<file path="config.mk">
export PLATFORM = sky130hd
export DESIGN_NAME = run_monitor
export DESIGN_NICKNAME = d
export VERILOG_FILES = /design/src/rtl/run_monitor_pkg.sv /design/src/rtl/run_monitor_watch.sv /design/src/rtl/run_monitor.sv
export SDC_FILE = /design/constraint.sdc
export NUM_CORES = 1
export LEC_CHECK = 0
export BUFFER_PORTS_ARGS = -buffer_cell sky130_fd_sc_hd__buf_2
export CAP_MARGIN = 15
export CORE_ASPECT_RATIO = 1.25
export CORE_UTILIZATION = 29
export CTS_BUF_LIST = sky130_fd_sc_hd__clkbuf_16
export DETAILED_ROUTE_END_ITERATION = 10
export PLACE_DENSITY = 0.5
export REMOVE_ABC_BUFFERS = 1
export SKIP_CTS_REPAIR_TIMING = 1
export SLEW_MARGIN = 20
export SYNTH_ARGS = -nofsm -noshare
export SYNTH_HDL_FRONTEND = slang
export SYNTH_HIERARCHICAL = 1
export SYNTH_SLANG_ARGS = --single-unit
export TNS_END_PERCENT = 20
</file>
<file path="constraint.sdc">
create_clock -name clock -period 4.5 [get_ports clock]
set_clock_uncertainty 0.05 [all_clocks]
set_input_delay 0.225 -clock clock [delete_from_list [all_inputs] [get_ports clock]]
set_output_delay 0.225 -clock clock [all_outputs]
set_load 0.05 [all_outputs]
</file>
<file path="src/rtl/run_monitor_pkg.sv">
`default_nettype none
// ============================================================================
// Module   : run_monitor_pkg
// Brief    : Shared FSM state encoding and done-cause codes for run_monitor.
// Revision : 1.0 - initial release
// ============================================================================
package run_monitor_pkg;

    // Run-control states; explicit 2-bit encoding
    typedef enum logic [1:0] {
        IDLE  = 2'd0,
        RESET = 2'd1,
        RUN   = 2'd2,
        DONE  = 2'd3
    } state_t;

    // Reason the last run ended
    localparam logic [1:0] CAUSE_NONE    = 2'b00;
    localparam logic [1:0] CAUSE_HALT    = 2'b01;
    localparam logic [1:0] CAUSE_TIMEOUT = 2'b10;

endpackage
`default_nettype wire

</file>
<file path="src/rtl/run_monitor_watch.sv">
`default_nettype none
// ============================================================================
// Module   : run_monitor_watch
// Brief    : One watch channel: compares the CPU write address against a fixed
//            address and keeps the last value written there plus a hit flag.
// Revision : 1.0 - initial release
// ============================================================================
module run_monitor_watch
    import run_monitor_pkg::*;
#(
    parameter int              ADDR_W     = 15,
    parameter int              DATA_W     = 16,
    parameter logic [ADDR_W-1:0] WATCH_ADDR = '0
) (
    input  logic              clock,
    input  logic              reset,
    input  logic              i_clear,
    input  logic              i_enable,
    input  logic              i_we,
    input  logic [ADDR_W-1:0] i_addr,
    input  logic [DATA_W-1:0] i_data,
    output logic              o_hit,
    output logic [DATA_W-1:0] o_data
);

    logic              w_match;
    logic              r_hit;
    logic [DATA_W-1:0] r_data;

    assign w_match = i_enable && i_we && (i_addr == WATCH_ADDR);

    // Latch the most recent matching write; a new run wipes the channel
    always_ff @(posedge clock or negedge reset) begin
        if (!reset) begin
            r_hit  <= 1'b0;
            r_data <= '0;
        end else if (i_clear) begin
            r_hit  <= 1'b0;
            r_data <= '0;
        end else if (w_match) begin
            r_hit  <= 1'b1;
            r_data <= i_data;
        end
    end

    assign o_hit  = r_hit;
    assign o_data = r_data;

endmodule
`default_nettype wire

</file>
<file path="src/rtl/run_monitor.sv">
`default_nettype none
// ============================================================================
// Module   : run_monitor
// Brief    : Drives a CPU through reset and a bounded run, detects self-loop
//            halts or timeout, and records writes to a set of watched words.
//            Define RUN_MONITOR_TRACE_EN to enable the write counter and a
//            simulation trace of every captured watch write.
// Revision : 1.0 - initial release
// ============================================================================
module run_monitor
    import run_monitor_pkg::*;
#(
    parameter int ADDR_W       = 15,
    parameter int DATA_W       = 16,
    parameter int PC_W         = 15,
    parameter int NUM_WATCH    = 4,
    parameter logic [NUM_WATCH*ADDR_W-1:0] WATCH_ADDRS = {15'd16, 15'd2, 15'd1, 15'd0},
    parameter int MAX_CYCLES   = 50,
    parameter int HALT_REPEAT  = 4,
    parameter int RESET_CYCLES = 2
) (
    input  logic                        clock,
    input  logic                        reset,
    input  logic                        start,
    input  logic [PC_W-1:0]             pc,
    input  logic                        mem_we,
    input  logic [ADDR_W-1:0]           mem_addr,
    input  logic [DATA_W-1:0]           mem_data,
    output logic                        cpu_reset,
    output logic                        busy,
    output logic                        done,
    output logic [1:0]                  done_cause,
    output logic [15:0]                 cycle_count,
    output logic [NUM_WATCH-1:0]        watch_hit,
    output logic [NUM_WATCH*DATA_W-1:0] watch_data,
    output logic [15:0]                 write_count
);

    localparam logic [15:0] c_rst_last  = 16'(RESET_CYCLES - 1);
    localparam logic [15:0] c_max_last  = 16'(MAX_CYCLES - 1);
    localparam logic [15:0] c_halt_last = 16'(HALT_REPEAT - 1);

    state_t          r_state;
    state_t          w_next_state;
    logic [15:0]     r_rst_cnt;
    logic [15:0]     r_cycle_count;
    logic [15:0]     r_halt_cnt;
    logic [1:0]      r_done_cause;
    logic [PC_W-1:0] r_pc_d1;
    logic [PC_W-1:0] r_pc_d2;

    logic w_start_ok;
    logic w_in_run;
    logic w_rst_done;
    logic w_loop;
    logic w_halt;
    logic w_timeout;

    assign w_start_ok = start && ((r_state == IDLE) || (r_state == DONE));
    assign w_in_run   = (r_state == RUN);
    assign w_rst_done = (r_state == RESET) && (r_rst_cnt == c_rst_last);
    // pc_d2 still holds pre-RUN history in the first two RUN cycles
    assign w_loop     = w_in_run && (r_cycle_count >= 16'd2) && (pc == r_pc_d2);
    assign w_halt     = w_loop && (r_halt_cnt == c_halt_last);
    assign w_timeout  = w_in_run && (r_cycle_count == c_max_last);

    // State register
    always_ff @(posedge clock or negedge reset) begin
        if (!reset) begin
            r_state <= IDLE;
        end else begin
            r_state <= w_next_state;
        end
    end

    // Next-state and status outputs
    always_comb begin
        w_next_state = r_state;
        cpu_reset    = 1'b1;
        busy         = 1'b0;
        done         = 1'b0;
        case (r_state)
            IDLE: begin
                if (start) w_next_state = RESET;
            end
            RESET: begin
                busy = 1'b1;
                if (w_rst_done) w_next_state = RUN;
            end
            RUN: begin
                cpu_reset = 1'b0;
                busy      = 1'b1;
                if (w_halt || w_timeout) w_next_state = DONE;
            end
            DONE: begin
                cpu_reset = 1'b0;
                done      = 1'b1;
                if (start) w_next_state = RESET;
            end
            default: w_next_state = IDLE;
        endcase
    end

    // Run counters, pc history and end-of-run cause
    always_ff @(posedge clock or negedge reset) begin
        if (!reset) begin
            r_rst_cnt     <= '0;
            r_cycle_count <= '0;
            r_halt_cnt    <= '0;
            r_done_cause  <= CAUSE_NONE;
            r_pc_d1       <= '0;
            r_pc_d2       <= '0;
        end else begin
            r_pc_d1 <= pc;
            r_pc_d2 <= r_pc_d1;
            if (w_start_ok) begin
                r_rst_cnt     <= '0;
                r_cycle_count <= '0;
                r_halt_cnt    <= '0;
                r_done_cause  <= CAUSE_NONE;
            end else begin
                if (r_state == RESET) r_rst_cnt <= r_rst_cnt + 16'd1;
                if (w_in_run) begin
                    if (r_cycle_count != 16'hFFFF) r_cycle_count <= r_cycle_count + 16'd1;
                    r_halt_cnt <= w_loop ? (r_halt_cnt + 16'd1) : 16'd0;
                    // halt takes priority when both end conditions coincide
                    if (w_halt)         r_done_cause <= CAUSE_HALT;
                    else if (w_timeout) r_done_cause <= CAUSE_TIMEOUT;
                end
            end
        end
    end

    assign cycle_count = r_cycle_count;
    assign done_cause  = r_done_cause;

    genvar k;
    generate
        for (k = 0; k < NUM_WATCH; k++) begin : g_watch
            run_monitor_watch #(
                .ADDR_W     (ADDR_W),
                .DATA_W     (DATA_W),
                .WATCH_ADDR (WATCH_ADDRS[k*ADDR_W +: ADDR_W])
            ) u_watch (
                .clock    (clock),
                .reset    (reset),
                .i_clear  (w_start_ok),
                .i_enable (w_in_run),
                .i_we     (mem_we),
                .i_addr   (mem_addr),
                .i_data   (mem_data),
                .o_hit    (watch_hit[k]),
                .o_data   (watch_data[k*DATA_W +: DATA_W])
            );
        end
    endgenerate

`ifdef RUN_MONITOR_TRACE_EN
    logic [15:0] r_write_count;

    // Count every CPU write seen during RUN, saturating
    always_ff @(posedge clock or negedge reset) begin
        if (!reset) begin
            r_write_count <= '0;
        end else if (w_start_ok) begin
            r_write_count <= '0;
        end else if (w_in_run && mem_we && (r_write_count != 16'hFFFF)) begin
            r_write_count <= r_write_count + 16'd1;
        end
    end

    assign write_count = r_write_count;

    // Trace each watch capture as it happens
    always @(posedge clock) begin
        if (reset && w_in_run && mem_we) begin
            for (int i = 0; i < NUM_WATCH; i++) begin
                if (mem_addr == WATCH_ADDRS[i*ADDR_W +: ADDR_W]) begin
                    $display("run_monitor trace: cycle=%0d ch=%0d addr=%0h data=%0h",
                             r_cycle_count, i, mem_addr, mem_data);
                end
            end
        end
    end
`else
    assign write_count = 16'd0;
`endif

endmodule
`default_nettype wire

</file>
# Word-level counts from Yosys, hierarchy flattened
# Cells that the tools add are included.
dict set report word_totals {
  mem_count 0
  latch_bits 0
  rom_bits 0
  register_bits 150
  in_bits 50
  mem_bits_rw 0
}
dict set report classes {
  n_div 0
  n_shift 0
  n_eq_ne 14
  bitwise 0
  add_sub_neg 3
  n_mux 35
  n_reduce_logical 29
  multipliers 0
  n_lt_le_gt_ge 1
}
# operator n
set ops {}
lappend ops {{16-bit 2-to-1 mux} 16}
lappend ops {{16-bit by 1-bit adder with 16-bit output (second input constant)} 3}
lappend ops {{16-bit by 1-bit equality test with 1-bit output (second input constant)} 1}
lappend ops {{16-bit by 2-bit equality test with 1-bit output (second input constant)} 1}
lappend ops {{16-bit by 6-bit equality test with 1-bit output (second input constant)} 1}
lappend ops {{16-bit by 2-bit greater-or-equal comparator with 1-bit output (second input constant)} 1}
lappend ops {{16-bit inequality test (second input constant)} 1}
lappend ops {{15-bit by 1-bit equality test with 1-bit output (second input constant)} 1}
lappend ops {{15-bit equality test} 1}
lappend ops {{15-bit by 2-bit equality test with 1-bit output (second input constant)} 1}
lappend ops {{15-bit by 5-bit equality test with 1-bit output (second input constant)} 1}
lappend ops {{15-bit logical NOT} 1}
lappend ops {{2-bit 2-to-1 mux} 7}
lappend ops {{2-bit nonzero test} 7}
lappend ops {{1-bit logical AND} 11}
lappend ops {{1-bit 2-to-1 mux} 11}
lappend ops {{2-bit case mux with 3 select lines} 1}
lappend ops {{2-bit OR reduction} 3}
lappend ops {{2-bit equality test (second input constant)} 2}
lappend ops {{2-bit inequality test (second input constant)} 2}
lappend ops {{2-bit AND reduction} 2}
lappend ops {{3-bit AND reduction} 1}
lappend ops {{3-bit nonzero test} 1}
lappend ops {{2-bit by 1-bit equality test with 1-bit output (second input constant)} 1}
lappend ops {{3 further kinds} 4}

# Depth between registers and ports, before layout
dict set report logic_depth {
  word_depth 7
  depth_mapped 8
  mapped_depth_nobuf 8
}

# Modules after synthesis
# Netlist, hierarchy kept.
# module n_inst area_each_um2 cells_each
set by_module_without_submodules {}
lappend by_module_without_submodules {run_monitor 1 4016.4 383}
lappend by_module_without_submodules {{run_monitor_watch at g_watch[1].u_watch ...} 3 930.9 77}
lappend by_module_without_submodules {{run_monitor_watch at g_watch[0].u_watch} 1 872.1 77}

# Worst setup path after synthesis
# No wires, ideal clock.
dict set report synth_timing {
  kind {reg2reg}
  from {register r_cycle_count[0] (netlist: cycle_count[0])}
  to {register r_done_cause[0] (netlist: done_cause[0])}
  n_path_buf 0
  arrival_time_ps 2469
  slack_ps 1862
  setup_time_ps 119
  path_stages_with_launch 8
  cell_sequence {dfrtp_1 inv_1 ha_1 or4_1 or4_4 nor3b_4 and3_4 o21a_1}
}
dict set report synth_via {
  elab_chain_len 7
}
# element line_no
set synth_lines {}
lappend synth_lines {{start: declaration} run_monitor.sv:46} ;# logic [15:0] r_cycle_count;
lappend synth_lines {{start signal: assignment} run_monitor.sv:124} ;# if (r_cycle_count != 16'hFFFF) r_cycle_count <= r_cycle_count + 16'd1;
lappend synth_lines {{16-bit by 2-bit greater-or-equal comparator with 1-bit output} run_monitor.sv:63} ;# assign w_loop = w_in_run && (r_cycle_count >= 16'd2) && (pc == r_pc_d2);
lappend synth_lines {{1-bit logical AND (2 in series)} run_monitor.sv:63}
lappend synth_lines {{1-bit logical AND} run_monitor.sv:64} ;# assign w_halt = w_loop && (r_halt_cnt == c_halt_last);
lappend synth_lines {{2-bit 2-to-1 mux} run_monitor.sv:127} ;# if (w_halt) r_done_cause <= CAUSE_HALT;
lappend synth_lines {{2-bit 2-to-1 mux} run_monitor.sv:123} ;# if (w_in_run) begin
lappend synth_lines {{2-bit 2-to-1 mux} run_monitor.sv:116} ;# if (w_start_ok) begin
lappend synth_lines {{end signal: assignment} run_monitor.sv:120} ;# r_done_cause <= CAUSE_NONE;
lappend synth_lines {{end signal: assignment} run_monitor.sv:127}
lappend synth_lines {{end signal: assignment} run_monitor.sv:128} ;# else if (w_timeout) r_done_cause <= CAUSE_TIMEOUT;
lappend synth_lines {{end: declaration} run_monitor.sv:48} ;# logic [1:0] r_done_cause;
# Parallel ways exist; a longest one is shown, timed or not. The select of a mux whose other input is x is not followed.
# A chain may end at the register's enable or synchronous reset.

# Worst setup path in the final report
dict set report layout_timing {
  from {register r_state[0]}
  to {register g_watch[1].u_watch.r_data[4]}
}
dict set report layout_via {
  elab_chain_len 4
}
# element line_no
set layout_lines {}
lappend layout_lines {{start: declaration} run_monitor.sv:43} ;# state_t r_state;
lappend layout_lines {{start signal: assignment} run_monitor.sv:72} ;# r_state <= w_next_state;
lappend layout_lines {{2-bit equality test (tied with other cells)} run_monitor.sv:59} ;# assign w_start_ok = start && ((r_state == IDLE) || (r_state == DONE));
lappend layout_lines {{1-bit logical OR or 1-bit logical AND (tied branches)} {run_monitor.sv:59, run_monitor_watch.sv:30}}
lappend layout_lines {{1-bit logical AND (on tied branches)} {run_monitor.sv:59, run_monitor_watch.sv:30}}
lappend layout_lines {{16-bit 2-to-1 mux or 2-bit nonzero test (tied branches)} --}
lappend layout_lines {{end signal: assignment} run_monitor_watch.sv:42} ;# r_data <= i_data;
lappend layout_lines {{end: declaration} run_monitor_watch.sv:28} ;# logic [DATA_W-1:0] r_data;
# Parallel ways exist; a longest one is shown, timed or not.

==> impl_metrics.tcl <==
set metrics [dict create \
    htree_num_levels 4 \
    yosys_warnings 6 \
    worstSetupPathType "reg -> reg" \
    path_buf_inv 3 \
    dieArea_mm2 0.0271 \
    clk_pin_slew_ns 0.07 \
    wl_met2_um 8190 \
    critical_path_arrival_ns 2.93 \
    power.leakage_nw 4.24 \
    cpPeakStageDelay_ns 0.53 \
    cp-start-kind "flip-flop" \
    cts_buffers 17 \
    cp_max_fo 95 \
    setup_viol 0 \
    final_common_cell "dfrtp_1" \
    post-route-drc-count 0 \
    grt_pass1_wl_um 28200 \
    wl_per_cell_um 14.5 \
    synth_area_leaders "dfrtp_1 (49%), nand2b_1 (11%), mux2i_1 (8.5%)" \
    ant_nets 0 \
    wirelength_um 17300 \
    async_flop_share_pct 100 \
    path_cells "inv_1 > ha_1 > nand2_1 > clkinv_2 > buf_4 > nand2b_1 > mux2i_1" \
    synth_cells 691 \
    n_antenna_cell 0 \
    hpwl_um 11500 \
    maxCapViolCount 0 \
    fp.dieW_um 148 \
    gp_congestion 0.740 \
    worst_pin_slew_ns 0.791 \
    cts_num_sinks 150 \
    core-area_mm2 0.0260 \
    worst_path_dominant_cell_family "buffers and inverters" \
    drt_iter0_drc 217 \
    cts_tree "yes" \
    wl_met3_um 833 \
    rsz0062_at_grt "no" \
    root_buffer "clkbuf_16" \
    min_period_ns 2.63 \
    synth-main-ff-cell "dfrtp_1" \
    tns_ns 0 \
    nets 904 \
    ys_types 53 \
    antenna_found_initial 0 \
    fmax_mhz 380 \
    grt_start_max_net_pins 96 \
    yosysTopAreaCell "dfrtp_1" \
    syn-cell-area_mm2 0.00768 \
    power.density_mw_per_mm2 420 \
    num_vias 5415 \
    slew_viol_final 0 \
    drive_gt1_share_pct 23.9 \
    hold_ws_ns 0.0236 \
    ioPinCount 155 \
    hold_class "in -> reg" \
    avgSynthCellArea_um2 11.1 \
    io_buffers 138 \
    crit_required_ns 4.80 \
    ys_ff_latch 150 \
    ir_drop_mv 0.262 \
    outcome "finished clean" \
    viasPerCell 4.52 \
    fin_crit_sh_pct 58.5 \
    pre_cts_ws_ns 1.84 \
    overflow 0 \
    synth.top_cell.area_share_pct 48.9 \
    seq_area_frac_synth_pct 48.9 \
    cts_max_path_buffers 2 \
    layout_common_cells "dfrtp_1 (150), buf_2 (137), nand2b_1 (131)" \
    drtPass1Iterations 4 \
    start_util_pct 29.5 \
    wl_met1_um 8120 \
    fp-row-count 66 \
    grt_pass1_vias 5370 \
    topRoutingLayerUsed "met4" \
    cp_slowest_cell "buf_4" \
    grt_usage_pct 13.2 \
    areaGrowthSynthToFinish_pct 21.9 \
    hold_viol_final 0 \
    synth_edf_count 0 \
    slew-limit-headroom_pct 46.5 \
    die-height_um 184 \
    end_kind "flip-flop" \
    fin_ws_ns 1.87 \
    insertion_delay_ns 0.43 \
]
-- cells in the mapped netlist, types with 4 or more instances --
cell type	instances
dfrtp_1	150
nand2b_1	131
mux2i_1	65
nor2_1	38
nand2_1	27
xor2_1	27
xnor2_1	24
nor3_1	20
clkbuf_1	19
nand4_1	19
buf_4	16
nand3_1	13
nor4_1	13
inv_1	11
ha_1	10
o211ai_1	10
a21oi_1	9
o21ai_0	9
and3_1	8
or4_1	7
and2_1	4
buf_12	4
o21ba_1	4
or3_1	4
-- registers in the layout (all words and copies together) (netlist names) --
name	flops
r_halt_cnt	16
r_pc_d2	15
r_rst_cnt	16
g_watch.u_watch/o_data	64
cycle_count	16
done_cause	2
r_state	2
g_watch.u_watch/o_hit	4
r_pc_d1	15
-- metal layers --
metal,vias to the layer above,global-route usage (%)
li1,2660,-
met1,2613,17.2
met2,129,21.5
met3,13,3.15
met4,0,4.29
met5,-,0
-- path summary, 6_finish.rpt --
kind	endpoint	startpoint	cells after the start	slack, ns
max in group asynchronous	r_rst_cnt[8]	reset	3	3.07
worst max register to register	g_watch[1].u_watch/o_data[4]	r_state[0]	7	1.87
min in group asynchronous	cycle_count[1]	reset	2	0.29
worst min-delay path	g_watch[3].u_watch/o_data[12]	mem_data[12]	3	0.02
worst max-delay path	g_watch[1].u_watch/o_data[4]	r_state[0]	7	1.87
worst min register to register	r_pc_d2[12]	r_pc_d1[12]	0	0.29
-- worst min-delay path: stages --
cell      delay, ns
buf_2          0.12
nand2b_1       0.06
mux2i_1        0.06
-- area by class of cell --
cell class / instances / area [um2]
Fill cell: 2619 / 16700
Clock inverter: 15 / 159
Clock buffer: 17 / 425
Multi-Input combinational cell: 504 / 3660
Timing Repair Buffer: 159 / 895
Inverter: 12 / 46.3
Sequential cell: 150 / 3750
Tap cell: 340 / 425
-- logic make-up (layout without fill, tap and decap cells) --
kind of cell               after synthesis  in the layout  synth area share, %
and+or+nand+nor                        316            316                 26.3
other                                    1             16               0.0488
AOI/OAI and AO/OA                       46             46                 4.56
buffers and inverters                   52            203                 4.27
muxes                                   65             65                 8.47
adders and majority gates               10             10                 1.63
DFF                                    150            150                 48.9
xor gates and xnor gates                51             51                 5.82
-- report_power, final --
part	internal [W]	switching, W
registers	0.00146	0.000131
logic	0.000313	0.000581
clock network	0.000789	0.000656
total	0.00256	0.00137
-- stage by stage --
| step | cell area (um2) | cells | total power (W) | util (%) |
|---|---|---|---|---|
| finish | 9360 | 1197 | 0.00393 | 36.0 |
| global route | 9360 | 1197 | 0.00416 | 36.0 |
| CTS | 9200 | 1181 | 0.00400 | 35.4 |
| detailed placement | 8620 | 1149 | 0.00251 | 33.1 |
| global placement | 8620 | 1149 | 0.00250 | 33.1 |
| floorplan | 7450 | 666 | 0.00224 | - |
Note: power is estimated with default switching activity, not from simulation.
